--- config.mk ---
export PLATFORM = sky130hd
export DESIGN_NAME = mem_access_stage
export DESIGN_NICKNAME = d
export VERILOG_FILES = /design/src/rtl/mips_pkg.sv /design/src/rtl/mem_wait_counter.sv /design/src/rtl/mem_access_stage.sv
export SDC_FILE = /design/constraint.sdc
export NUM_CORES = 1
export LEC_CHECK = 0
export CAP_MARGIN = 20
export CORE_ASPECT_RATIO = 2
export CORE_MARGIN = 5
export CORE_UTILIZATION = 40
export CTS_CLUSTER_SIZE = 28
export DETAILED_ROUTE_END_ITERATION = 7
export PLACE_DENSITY = 0.75
export RECOVER_POWER = 50
export SYNTH_ARGS = -nofsm -noshare
export SYNTH_HDL_FRONTEND = slang
export SYNTH_SLANG_ARGS = --single-unit
--- constraint.sdc ---
create_clock -name clk -period 2.45 [get_ports clk]
set_input_delay 0.3675 -clock clk [delete_from_list [all_inputs] [get_ports clk]]
set_output_delay 0.3675 -clock clk [all_outputs]
set_load 0.1 [all_outputs]
--- src/rtl/mips_pkg.sv ---
// -----------------------------------------------------------------------------
// mips_pkg
// Shared definitions for the MIPS MEM stage: the MEM-stage FSM state encoding,
// datapath widths, and the read-data value returned when a memory access
// times out.
// -----------------------------------------------------------------------------
package mips_pkg;

  localparam int DATA_W = 32;
  localparam int REG_W  = 5;

  // Read data returned to write-back when an access is forced to complete.
  localparam logic [DATA_W-1:0] TIMEOUT_RDATA = 32'h0000_0000;

  typedef enum logic {
    IDLE = 1'b0,
    BUSY = 1'b1
  } mem_state_e;

endpackage : mips_pkg

--- src/rtl/mem_wait_counter.sv ---
// -----------------------------------------------------------------------------
// mem_wait_counter
// Counts cycles a data-memory request has been waiting for its ack.
// Ports:
//   clk    in  clock
//   rst_n  in  asynchronous active-low reset
//   clr_i  in  clear the count (takes priority over en_i)
//   en_i   in  count one more waiting cycle
//   hit_o  out count has reached TIMEOUT (the count saturates there)
// -----------------------------------------------------------------------------
module mem_wait_counter #(
  parameter int TIMEOUT = 16,
  parameter int CNT_W   = 5
) (
  input  logic clk,
  input  logic rst_n,
  input  logic clr_i,
  input  logic en_i,
  output logic hit_o
);

  localparam logic [CNT_W-1:0] CNT_MAX = CNT_W'(TIMEOUT);
  localparam logic [CNT_W-1:0] CNT_ONE = CNT_W'(1);

  logic [CNT_W-1:0] cnt_q;
  logic [CNT_W-1:0] cnt_d;

  // Next count: clear wins, otherwise increment until saturated.
  always_comb begin
    cnt_d = cnt_q;
    if (clr_i) begin
      cnt_d = '0;
    end else if (en_i && (cnt_q != CNT_MAX)) begin
      cnt_d = cnt_q + CNT_ONE;
    end else begin
      cnt_d = cnt_q;
    end
  end

  // Count register.
  always_ff @(posedge clk or negedge rst_n) begin
    if (!rst_n) begin
      cnt_q <= '0;
    end else begin
      cnt_q <= cnt_d;
    end
  end

  assign hit_o = (cnt_q == CNT_MAX);

endmodule : mem_wait_counter

--- src/rtl/mem_access_stage.sv ---
// -----------------------------------------------------------------------------
// mem_access_stage
// MIPS MEM stage. Holds the EX/MEM pipeline register, resolves branches,
// performs loads/stores over a variable-latency req/ack data-memory port
// (stalling upstream while an access is outstanding) and drives the MEM/WB
// register.
// Ports:
//   clk, rst_n                       clock, async active-low reset
//   in_valid + EX outputs            add_result, alu_result, read_data2_out,
//                                    mux_out, zero_out, control bits
//   stall                            hold IF/ID/EX
//   PCSrc, branch_target             branch decision from the EX/MEM entry
//   dmem_req/we/addr/wdata           data-memory request
//   dmem_rdata, dmem_ack             data-memory response
//   wb_*                             MEM/WB register
//   mem_error                        sticky access-timeout flag
// -----------------------------------------------------------------------------
module mem_access_stage
  import mips_pkg::*;
#(
  parameter int TIMEOUT = 16,
  parameter int CNT_W   = 5
) (
  input  logic              clk,
  input  logic              rst_n,
  input  logic              in_valid,
  input  logic [DATA_W-1:0] add_result,
  input  logic [DATA_W-1:0] alu_result,
  input  logic [DATA_W-1:0] read_data2_out,
  input  logic [REG_W-1:0]  mux_out,
  input  logic              zero_out,
  input  logic              MemtoReg_out,
  input  logic              RegWrite_out,
  input  logic              MemRead_out,
  input  logic              MemWrite_out,
  input  logic              Branch_out,
  output logic              stall,
  output logic              PCSrc,
  output logic [DATA_W-1:0] branch_target,
  output logic              dmem_req,
  output logic              dmem_we,
  output logic [DATA_W-1:0] dmem_addr,
  output logic [DATA_W-1:0] dmem_wdata,
  input  logic [DATA_W-1:0] dmem_rdata,
  input  logic              dmem_ack,
  output logic              wb_valid,
  output logic [DATA_W-1:0] wb_read_data,
  output logic [DATA_W-1:0] wb_alu_result,
  output logic [REG_W-1:0]  wb_write_reg,
  output logic              wb_MemtoReg,
  output logic              wb_RegWrite,
  output logic              mem_error
);

  // EX/MEM register
  logic              em_valid_q;
  logic [DATA_W-1:0] em_add_result_q;
  logic [DATA_W-1:0] em_alu_result_q;
  logic [DATA_W-1:0] em_wdata_q;
  logic [REG_W-1:0]  em_mux_out_q;
  logic              em_zero_q;
  logic              em_MemtoReg_q;
  logic              em_RegWrite_q;
  logic              em_MemRead_q;
  logic              em_MemWrite_q;
  logic              em_Branch_q;

  mem_state_e state_q;
  mem_state_e state_d;

  logic              wb_valid_q;
  logic              wb_valid_d;
  logic [DATA_W-1:0] wb_read_data_q;
  logic [DATA_W-1:0] wb_read_data_d;
  logic [DATA_W-1:0] wb_alu_result_q;
  logic [REG_W-1:0]  wb_write_reg_q;
  logic              wb_MemtoReg_q;
  logic              wb_RegWrite_q;
  logic              mem_error_q;
  logic              mem_error_d;

  logic busy_s;
  logic hit_s;
  logic stall_s;
  logic em_mem_op_s;
  logic em_load_s;
  logic in_mem_op_s;
  logic capture_s;
  logic complete_s;
  logic timeout_s;

  assign busy_s      = (state_q == BUSY);
  assign em_mem_op_s = em_valid_q & (em_MemRead_q | em_MemWrite_q);
  // Read+write together is a store, so only a pure read is a load.
  assign em_load_s   = em_MemRead_q & ~em_MemWrite_q;
  assign in_mem_op_s = in_valid & (MemRead_out | MemWrite_out);

  // Stall only while waiting: an ack or the timeout cycle releases upstream
  // in the same cycle, so a single-cycle access costs no bubble.
  assign stall_s    = busy_s & ~dmem_ack & ~hit_s;
  assign capture_s  = ~stall_s;
  assign timeout_s  = busy_s & hit_s & ~dmem_ack;
  // A memory op in EX/MEM always coexists with BUSY, so busy_s & ~stall_s is
  // its completion; any other valid entry completes immediately.
  assign complete_s = em_valid_q & (em_mem_op_s ? (busy_s & ~stall_s) : 1'b1);

  mem_wait_counter #(
    .TIMEOUT (TIMEOUT),
    .CNT_W   (CNT_W)
  ) u_wait_cnt (
    .clk   (clk),
    .rst_n (rst_n),
    .clr_i (capture_s & in_mem_op_s),
    .en_i  (busy_s & ~dmem_ack),
    .hit_o (hit_s)
  );

  // EX/MEM register: load on every non-stalled edge, hold while stalled.
  always_ff @(posedge clk or negedge rst_n) begin
    if (!rst_n) begin
      em_valid_q      <= 1'b0;
      em_add_result_q <= '0;
      em_alu_result_q <= '0;
      em_wdata_q      <= '0;
      em_mux_out_q    <= '0;
      em_zero_q       <= 1'b0;
      em_MemtoReg_q   <= 1'b0;
      em_RegWrite_q   <= 1'b0;
      em_MemRead_q    <= 1'b0;
      em_MemWrite_q   <= 1'b0;
      em_Branch_q     <= 1'b0;
    end else if (capture_s) begin
      em_valid_q      <= in_valid;
      em_add_result_q <= add_result;
      em_alu_result_q <= alu_result;
      em_wdata_q      <= read_data2_out;
      em_mux_out_q    <= mux_out;
      em_zero_q       <= zero_out;
      em_MemtoReg_q   <= MemtoReg_out;
      em_RegWrite_q   <= RegWrite_out;
      em_MemRead_q    <= MemRead_out;
      em_MemWrite_q   <= MemWrite_out;
      em_Branch_q     <= Branch_out;
    end
  end

  // FSM next state: BUSY whenever a memory op is (or stays) in EX/MEM.
  always_comb begin
    state_d = state_q;
    case (state_q)
      IDLE: begin
        if (in_mem_op_s) begin
          state_d = BUSY;
        end else begin
          state_d = IDLE;
        end
      end
      BUSY: begin
        if (stall_s) begin
          state_d = BUSY;
        end else if (in_mem_op_s) begin
          state_d = BUSY;
        end else begin
          state_d = IDLE;
        end
      end
      default: state_d = IDLE;
    endcase
  end

  // FSM state register.
  always_ff @(posedge clk or negedge rst_n) begin
    if (!rst_n) begin
      state_q <= IDLE;
    end else begin
      state_q <= state_d;
    end
  end

  // MEM/WB next values and the sticky timeout flag.
  always_comb begin
    wb_valid_d     = complete_s;
    wb_read_data_d = TIMEOUT_RDATA;
    mem_error_d    = mem_error_q | timeout_s;
    if (em_mem_op_s && em_load_s && dmem_ack) begin
      wb_read_data_d = dmem_rdata;
    end else begin
      wb_read_data_d = TIMEOUT_RDATA;
    end
  end

  // MEM/WB register: data fields update only on completion.
  always_ff @(posedge clk or negedge rst_n) begin
    if (!rst_n) begin
      wb_valid_q      <= 1'b0;
      wb_read_data_q  <= '0;
      wb_alu_result_q <= '0;
      wb_write_reg_q  <= '0;
      wb_MemtoReg_q   <= 1'b0;
      wb_RegWrite_q   <= 1'b0;
      mem_error_q     <= 1'b0;
    end else begin
      wb_valid_q  <= wb_valid_d;
      mem_error_q <= mem_error_d;
      if (complete_s) begin
        wb_read_data_q  <= wb_read_data_d;
        wb_alu_result_q <= em_alu_result_q;
        wb_write_reg_q  <= em_mux_out_q;
        wb_MemtoReg_q   <= em_MemtoReg_q;
        wb_RegWrite_q   <= em_RegWrite_q;
      end
    end
  end

  assign stall         = stall_s;
  assign PCSrc         = em_valid_q & em_Branch_q & em_zero_q;
  assign branch_target = em_add_result_q;
  assign dmem_req      = busy_s;
  assign dmem_we       = busy_s & em_MemWrite_q;
  assign dmem_addr     = em_alu_result_q;
  assign dmem_wdata    = em_wdata_q;
  assign wb_valid      = wb_valid_q;
  assign wb_read_data  = wb_read_data_q;
  assign wb_alu_result = wb_alu_result_q;
  assign wb_write_reg  = wb_write_reg_q;
  assign wb_MemtoReg   = wb_MemtoReg_q;
  assign wb_RegWrite   = wb_RegWrite_q;
  assign mem_error     = mem_error_q;

endmodule : mem_access_stage

# Word level (Yosys, flattened, before mapping)
# Index checks and enable logic that the tools add are counted.
# word_totals
register_bits	187
inputBits	143
out_inout_bits	173
wordCells	55
# classes
n_addsub	1
n_eq_ne	2
n_mux	7
bitwise	21
reduce_logical	4
# ops
cell	n
$mux 32	1
$and 1x1->1	13
$mux 5	2
$add 5x1->5 const B	1
$eq 5x5->1 const B	1
$ne 5x5->1 const B	1
$not 1->1	5
$logic_and 1x1->1	3
$mux 1	3
$or 1x1->1	3
$pmux 1 s2	1
$reduce_bool 2->1	1

# Depth between registers and ports, before layout
# logic_depth
ltp_word	7
depth_mapped	8
mapped_depth_nobuf	6

# By module
# From an unflattened synthesis, not the netlist that was laid out.
# hier_totals
cells_unflattened	488
hier_area_um2	7807.5
# modules_own_cells
mod	n_inst	cells_each	area_per_inst_um2	seq_area_each_um2
mem_access_stage	1	461	7527.2	4554.4
mem_wait_counter	1	27	280.3	125.1

# Worst setup path before layout
# OpenSTA, ideal clock, no wires.
# synth_path
path_type	register to register
from	register state_q, in the netlist dmem_req
to	register em_alu_result_q[15], in the netlist dmem_addr[15]
arrival_time_ns	2.240
path_slack_ns	0.084
path_stages_with_launch	7
path_buffers	2
path_cell_list	dfrtp_1 nand2b_1 or2_1 buf_6 inv_12 buf_12 mux2_4
# synth_via
elab_chain_len	2
# synth_rtl
item	line_no	rtl
from (decl)	mem_access_stage.sv:68	mem_state_e state_q;
from (signal assigned)	mem_access_stage.sv:176	state_q <= state_d;
$and 1x1->1 (2 in series)	mem_access_stage.sv:100	assign stall_s = busy_s & ~dmem_ack & ~hit_s;
via stall	mem_access_stage.sv:37	output logic stall,
to (signal assigned)	mem_access_stage.sv:135	em_alu_result_q <= alu_result;
to (decl)	mem_access_stage.sv:58	logic [DATA_W-1:0] em_alu_result_q;
# The timed path passes the listed nets, and every way through them passes these cells.
# A chain may end at the register's enable or synchronous reset.

# Worst setup path after layout
# layout_path
from	register u_wait_cnt.cnt_q[0]
to	output port stall
# layout_via
elab_chain_len	3
# layout_rtl
item	line_no	rtl
from (decl)	mem_wait_counter.sv:25	logic [CNT_W-1:0] cnt_q;
from (signal assigned)	mem_wait_counter.sv:45	cnt_q <= cnt_d;
$eq 5x5->1	mem_wait_counter.sv:49	assign hit_o = (cnt_q == CNT_MAX);
$not 1->1	mem_access_stage.sv:100	
$and 1x1->1	mem_access_stage.sv:100	
to (decl)	mem_access_stage.sv:37	
# Every way passes these cells.

==> run metrics <==
outcome finished with violations; failing checks capacitance limit, slew limit; GPL Wtd Cong 0.821; syn nets 634; Routed Antenna Nets 0; vias 5218; I/O pins 316; Static Leak 5.14 nW; Util after Layout 0.576; Setup crit start kind flop; DRC errors left 0; Layout Nets 967; post-synthesis compound-gate area fraction 0.0104; core region area 19300 um^2; CP max FO 12; Switch Pwr 5.30 mW; number of diodes 0; grt total ovfl 0; H-tree depth 4; Tightest Hold Check Type input port to flop; largest net degree at the start of global routing 66; Worst-Margin Slew 1.57 ns; clk_lat worst skew 0.43 ns; Register-to-Register Path Depth 7; setup violators final 0; fin crit period 2.27 ns; R2R Path End branch_target[3]; main combinational cell family by area after synthesis multiplexers; Finished Layout Cells 1093; CTS sink count 187; Die Area 22600 um^2; hold path start dmem_rdata[14]; Cell Int Power 6.09 mW; die height 208 um; Port Buf Inserts 315; kind of critical path flop to output port; first-pass GRT wire length 33500 um; pwr/cell area 1030 nW/um^2; crit share post-route 0.928; fillers 1661; clk buf depth 2; Hold Crit Endpoint wb_read_data[14]; Comb power frac 0.429; vias in the first global route 5821; min setup slack post-route 0.177 ns; Final Hold Fails 0; layout cells sized above 1 0.354; Clock power frac 0.237; clock transition at the registers of the reported paths 0.07 ns; Root Buffer Master clkbuf_16; VDD IR max 0.000520 V; num rows 72; top cells by area in the synthesized netlist dfrtp_1, mux2_4, mux2_2; fmax 440 MHz; CTS tree built; Post-Synth Adder-Cell Area 0.00320; Rel. slew slack -0.0498; sequential area share after synthesis 0.598; r2r startpoint u_wait_cnt.cnt_q[0]; skew final 0.0113 ns; post-synth cell types 28; Worst Path Required 2.08 ns; Die X 109 um; Critical Path End Type output port; Num CTS Buffers 17; Final Slew Violations 60; Post-Syn Area per Cell 16.0 um^2; cell area after synthesis 7830 um^2; drt pass-1 iters 4; Initial Utilization 0.406; Post-Synth XOR/XNOR Area 0.00224; Routed wire per std cell 20.1 um; Crit path arrival time 1.91 ns; Max-Cap Viols 1; hold depth 3; Synth Register Bits 187; Yosys top cell by area dfrtp_1; RSZ-0062 raised after global routing no; mux contribution to synthesized area 0.301; Post-Syn Instances 489; worst hold slack 0.483 ns; post-DP HPWL 16600 um; Area growth syn-to-layout 41.9%; pre-CTS setup slack 0.206 ns; vias per inst 4.77; synth warn 0; sequential power share 0.334; placed inst area 10800 um^2; placed cell count 1058; setup tns final 0 ns; design area 11100 um^2; post-synthesis simple-gate area fraction 0.0259; Total Routing Usage GR 0.195; initial DRC count 157; post-synth top area share 0.598; switching share of power 0.465; Final Power 11.4 mW; Total Wirelength 22000 um; initial antenna violation count 1; register-to-register path setup slack 0.51 ns
[how the worst max path moves through the flow]
stage	start	endpoint	slack, ns	cells after the start
after detailed placement	dmem_ack	dmem_wdata[31]	0.21	6
after CTS	u_wait_cnt.cnt_q[0]	stall	0.04	6
final	u_wait_cnt.cnt_q[0]	stall	0.18	6
after global placement	dmem_ack	branch_target[0]	0.23	6
after global routing	u_wait_cnt.cnt_q[0]	stall	0.08	6
after floorplan	dmem_req	dmem_addr[15]	0.08	6
[cell usage in the layout, fill, tap and decap left out]
| master | instances |
|---|---|
| o21bai_1 | 1 |
| clkdlybuf4s50_1 | 141 |
| and2_1 | 1 |
| mux2i_1 | 33 |
| bufinv_16 | 2 |
| nand3_1 | 3 |
| inv_6 | 3 |
| o221ai_4 | 1 |
| buf_6 | 1 |
| nor2_1 | 1 |
| buf_16 | 1 |
| mux2_4 | 99 |
| clkbuf_1 | 85 |
| clkinvlp_4 | 3 |
| buf_12 | 6 |
| clkinv_2 | 4 |
| dfrtp_1 | 187 |
| mux2_2 | 48 |
| clkbuf_2 | 2 |
| buf_4 | 100 |
| xor2_1 | 2 |
| nand2b_1 | 3 |
| o21ai_0 | 5 |
| dlygate4sd3_1 | 1 |
| a31o_2 | 2 |
| inv_1 | 37 |
| or2_4 | 1 |
| o211ai_1 | 2 |
| and3_1 | 1 |
| and4bb_4 | 1 |
| clkinv_4 | 3 |
| inv_16 | 1 |
| and4b_1 | 1 |
| a211oi_1 | 1 |
| clkbuf_16 | 17 |
| ha_1 | 2 |
| nand2_1 | 32 |
[synth_stat cells, drive strengths merged]
| master | instances |
|---|---|
| nand3 | 3 |
| mux2 | 147 |
| nor2 | 1 |
| buf | 20 |
| o221ai | 1 |
| and4b | 1 |
| inv | 38 |
| a211oi | 1 |
| nand2b | 3 |
| and4bb | 1 |
| o21bai | 1 |
| o211ai | 2 |
| and2 | 1 |
| dfrtp | 187 |
| and3 | 1 |
| or2 | 1 |
| clkbuf | 4 |
| a31o | 2 |
| xor2 | 2 |
| ha | 2 |
| mux2i | 33 |
| o21ai | 5 |
| nand2 | 32 |
[per-layer routing]
metal	track usage	up-vias	wire length [um]
met5	0	-	13
met2	0.351	218	12000
met3	0.0520	55	1370
met1	0.202	2638	7640
li1	-	2305	-
met4	0.101	2	971
[final cells by class]
class / instances / area [um^2] / share of cell area
timing repair buffer: 337 / 2660 / 0.239
sequential: 187 / 4680 / 0.421
clock inverter: 14 / 146 / 0.0132
clock buffer: 17 / 425 / 0.0383
timing repair inverter: 1 / 8.76 / 0.000789
inverter: 38 / 159 / 0.0143
tap: 259 / 324 / 0.0292
multi-input combinational: 240 / 2700 / 0.243
[kinds of logic after synthesis]
| family | Yosys count |
|---|---|
| compound gates | 12 |
| xor+xnor | 2 |
| fa+ha+maj | 2 |
| buf+inv | 62 |
| flops | 187 |
| mux | 180 |
| simple gates | 44 |
[what timing repair did]
action                                  CTS  global route
buffers inserted                          2             0
endpoints found under the hold margin    56             0
endpoints found under the setup margin    1             1
gates cloned                              1             0
hold buffers                              1             0
gates resized for setup                   2             2
pin swaps                                 0             0
[critical path: stages, from the launching register on]
cell and delay, ns:
dfrtp_1 0.34, inv_1 0.05, ha_1 0.18, and4bb_4 0.24
or2_4 0.34, inv_16 0.12, buf_16 0.18
[power groups by stage]
| stage | sequential (mW) | combinational (mW) | clock (mW) |
|---|---|---|---|
| 2_1_floorplan | 6.88 | 0.818 | 0 |
| 3_3_place_gp | 3.85 | 5.08 | 0 |
| 3_5_place_dp | 3.87 | 5.13 | 0 |
| 4_1_cts | 3.81 | 5.17 | 2.79 |
| 5_1_grt | 3.86 | 5.02 | 2.89 |
| 6_report | 3.81 | 4.89 | 2.70 |
Power figures use the tool's default switching activity.
==> RTL edit: new RTL, same settings <==
`CNT_W` is set to 5 in 2 places; all go to 10.
--- a/src/rtl/mem_wait_counter.sv
+++ b/src/rtl/mem_wait_counter.sv
@@ -11,5 +11,5 @@
 module mem_wait_counter #(
   parameter int TIMEOUT = 16,
-  parameter int CNT_W   = 5
+  parameter int CNT_W   = 10
 ) (
   input  logic clk,
--- a/src/rtl/mem_access_stage.sv
+++ b/src/rtl/mem_access_stage.sv
@@ -20,5 +20,5 @@
 #(
   parameter int TIMEOUT = 16,
-  parameter int CNT_W   = 5
+  parameter int CNT_W   = 10
 ) (
   input  logic              clk,
Behaviour: no difference found for any inputs over 4 cycles, from zero or initial values and one cycle with rst_n low; that may be too few to reach the edited logic, so the function may still have changed.
==> RTL edit against the original RTL <==
Routed wire length fell by 2.1%; area after synthesis fell by 1.8%; cell area rose by 0.63%; final cell count rose by 2.1%; first-iteration DRC count rose by 3.2%; sequential cell count rose by 5; worst setup slack got worse by 0.050 ns; combinational power barely moved; power rose by 2.2%.
==> RTL edit: results (changes against the original RTL) <==
status=completed; initial antenna violation count=0 (-1); Signal inverters=37 (-5.1%); Finished Cell Area=11200 um2 (+0.63%); nets@finish=993 (+2.7%); crit path DAT=2.63 ns (+0.72 ns); met3 GRT Util=4.44% (-0.76 points); layout cell share with drive strength beyond 1=33.7% (-1.7 points); Setup WS pre-CTS=0.137 ns (-0.0685 ns); wire length on met2=12.2 mm (+1.1%); Pint=6.43 mW (+5.6%); site row count=71 (-1.4%); final std cells w/o fill=1116 (+2.1%); initial DRC count=162 (+3.2%); Post-DP HPWL=15.9 mm (-4.1%); HP Class=register to register; syn nets=664 (+4.7%); post-CTS sizing=1 (-1); vias=5226 (+0.15%); gr usage total=19.0% (-0.51 points); Synth cell types=31 (+11%); sequential share of the synthesized area=62.5% (+2.7 points); CP Max Fanout=20 (+8); most common library cells after synthesis=dfrtp_1 (192), mux2_2 (110), nand2_1 (41); NonClk Buf Share=24.3% (+0.35 points); top sig layer=met4; VDD IR max=0.000619 V (+19%); first-pass GRT wire length=31.8 mm (-4.9%); Multi-In Gates=266 (+11%); met1 usage=20.4% (+0.30 points)
==> RTL edit: power by group through the flow <==
| stage | Clock, mW | Sequential [mW] | Combinational, mW |
|---|---|---|---|
| final | 2.89 | 3.87 | 4.89 |
| after global routing | 3.10 | 3.92 | 5.01 |
| after CTS | 2.97 | 3.88 | 5.06 |
| after detailed placement | 0 | 3.93 | 5.02 |
| after global placement | 0 | 3.91 | 4.99 |
| after floorplan | 0 | 6.85 | 0.819 |
==> RTL edit: cell families after synthesis <==
family / after synthesis / share of synthesized area [%]
muxes: 182 / 27.9
AOI/OAI and AO/OA: 13 / 1.06
DFF: 192 / 62.5
buffers and inverters: 61 / 4.16
xor gates and xnor gates: 1 / 0.114
adders and majority gates: 2 / 0.325
and+or+nand+nor: 68 / 3.99
==> RTL edit: worst paths after layout <==
kind                                                 startpoint                         endpoint  slack [ns]  depth (start not counted)
min in group asynchronous                                 rst_n    branch_target[14]$_DFFE_PN0N_        0.71                          2
worst min-delay path            u_wait_cnt.cnt_q[9]$_DFFE_PN0P_  u_wait_cnt.cnt_q[9]$_DFFE_PN0P_        0.49                          1
worst max-delay path            u_wait_cnt.cnt_q[1]$_DFFE_PN0P_    wb_alu_result[13]$_DFFE_PN0P_        0.13                         10
worst min register to register  u_wait_cnt.cnt_q[9]$_DFFE_PN0P_  u_wait_cnt.cnt_q[9]$_DFFE_PN0P_        0.49                          1
worst max register to register  u_wait_cnt.cnt_q[1]$_DFFE_PN0P_    wb_alu_result[13]$_DFFE_PN0P_        0.13                         10
max in group asynchronous                                 rst_n    wb_alu_result[15]$_DFFE_PN0P_        0.40                          3
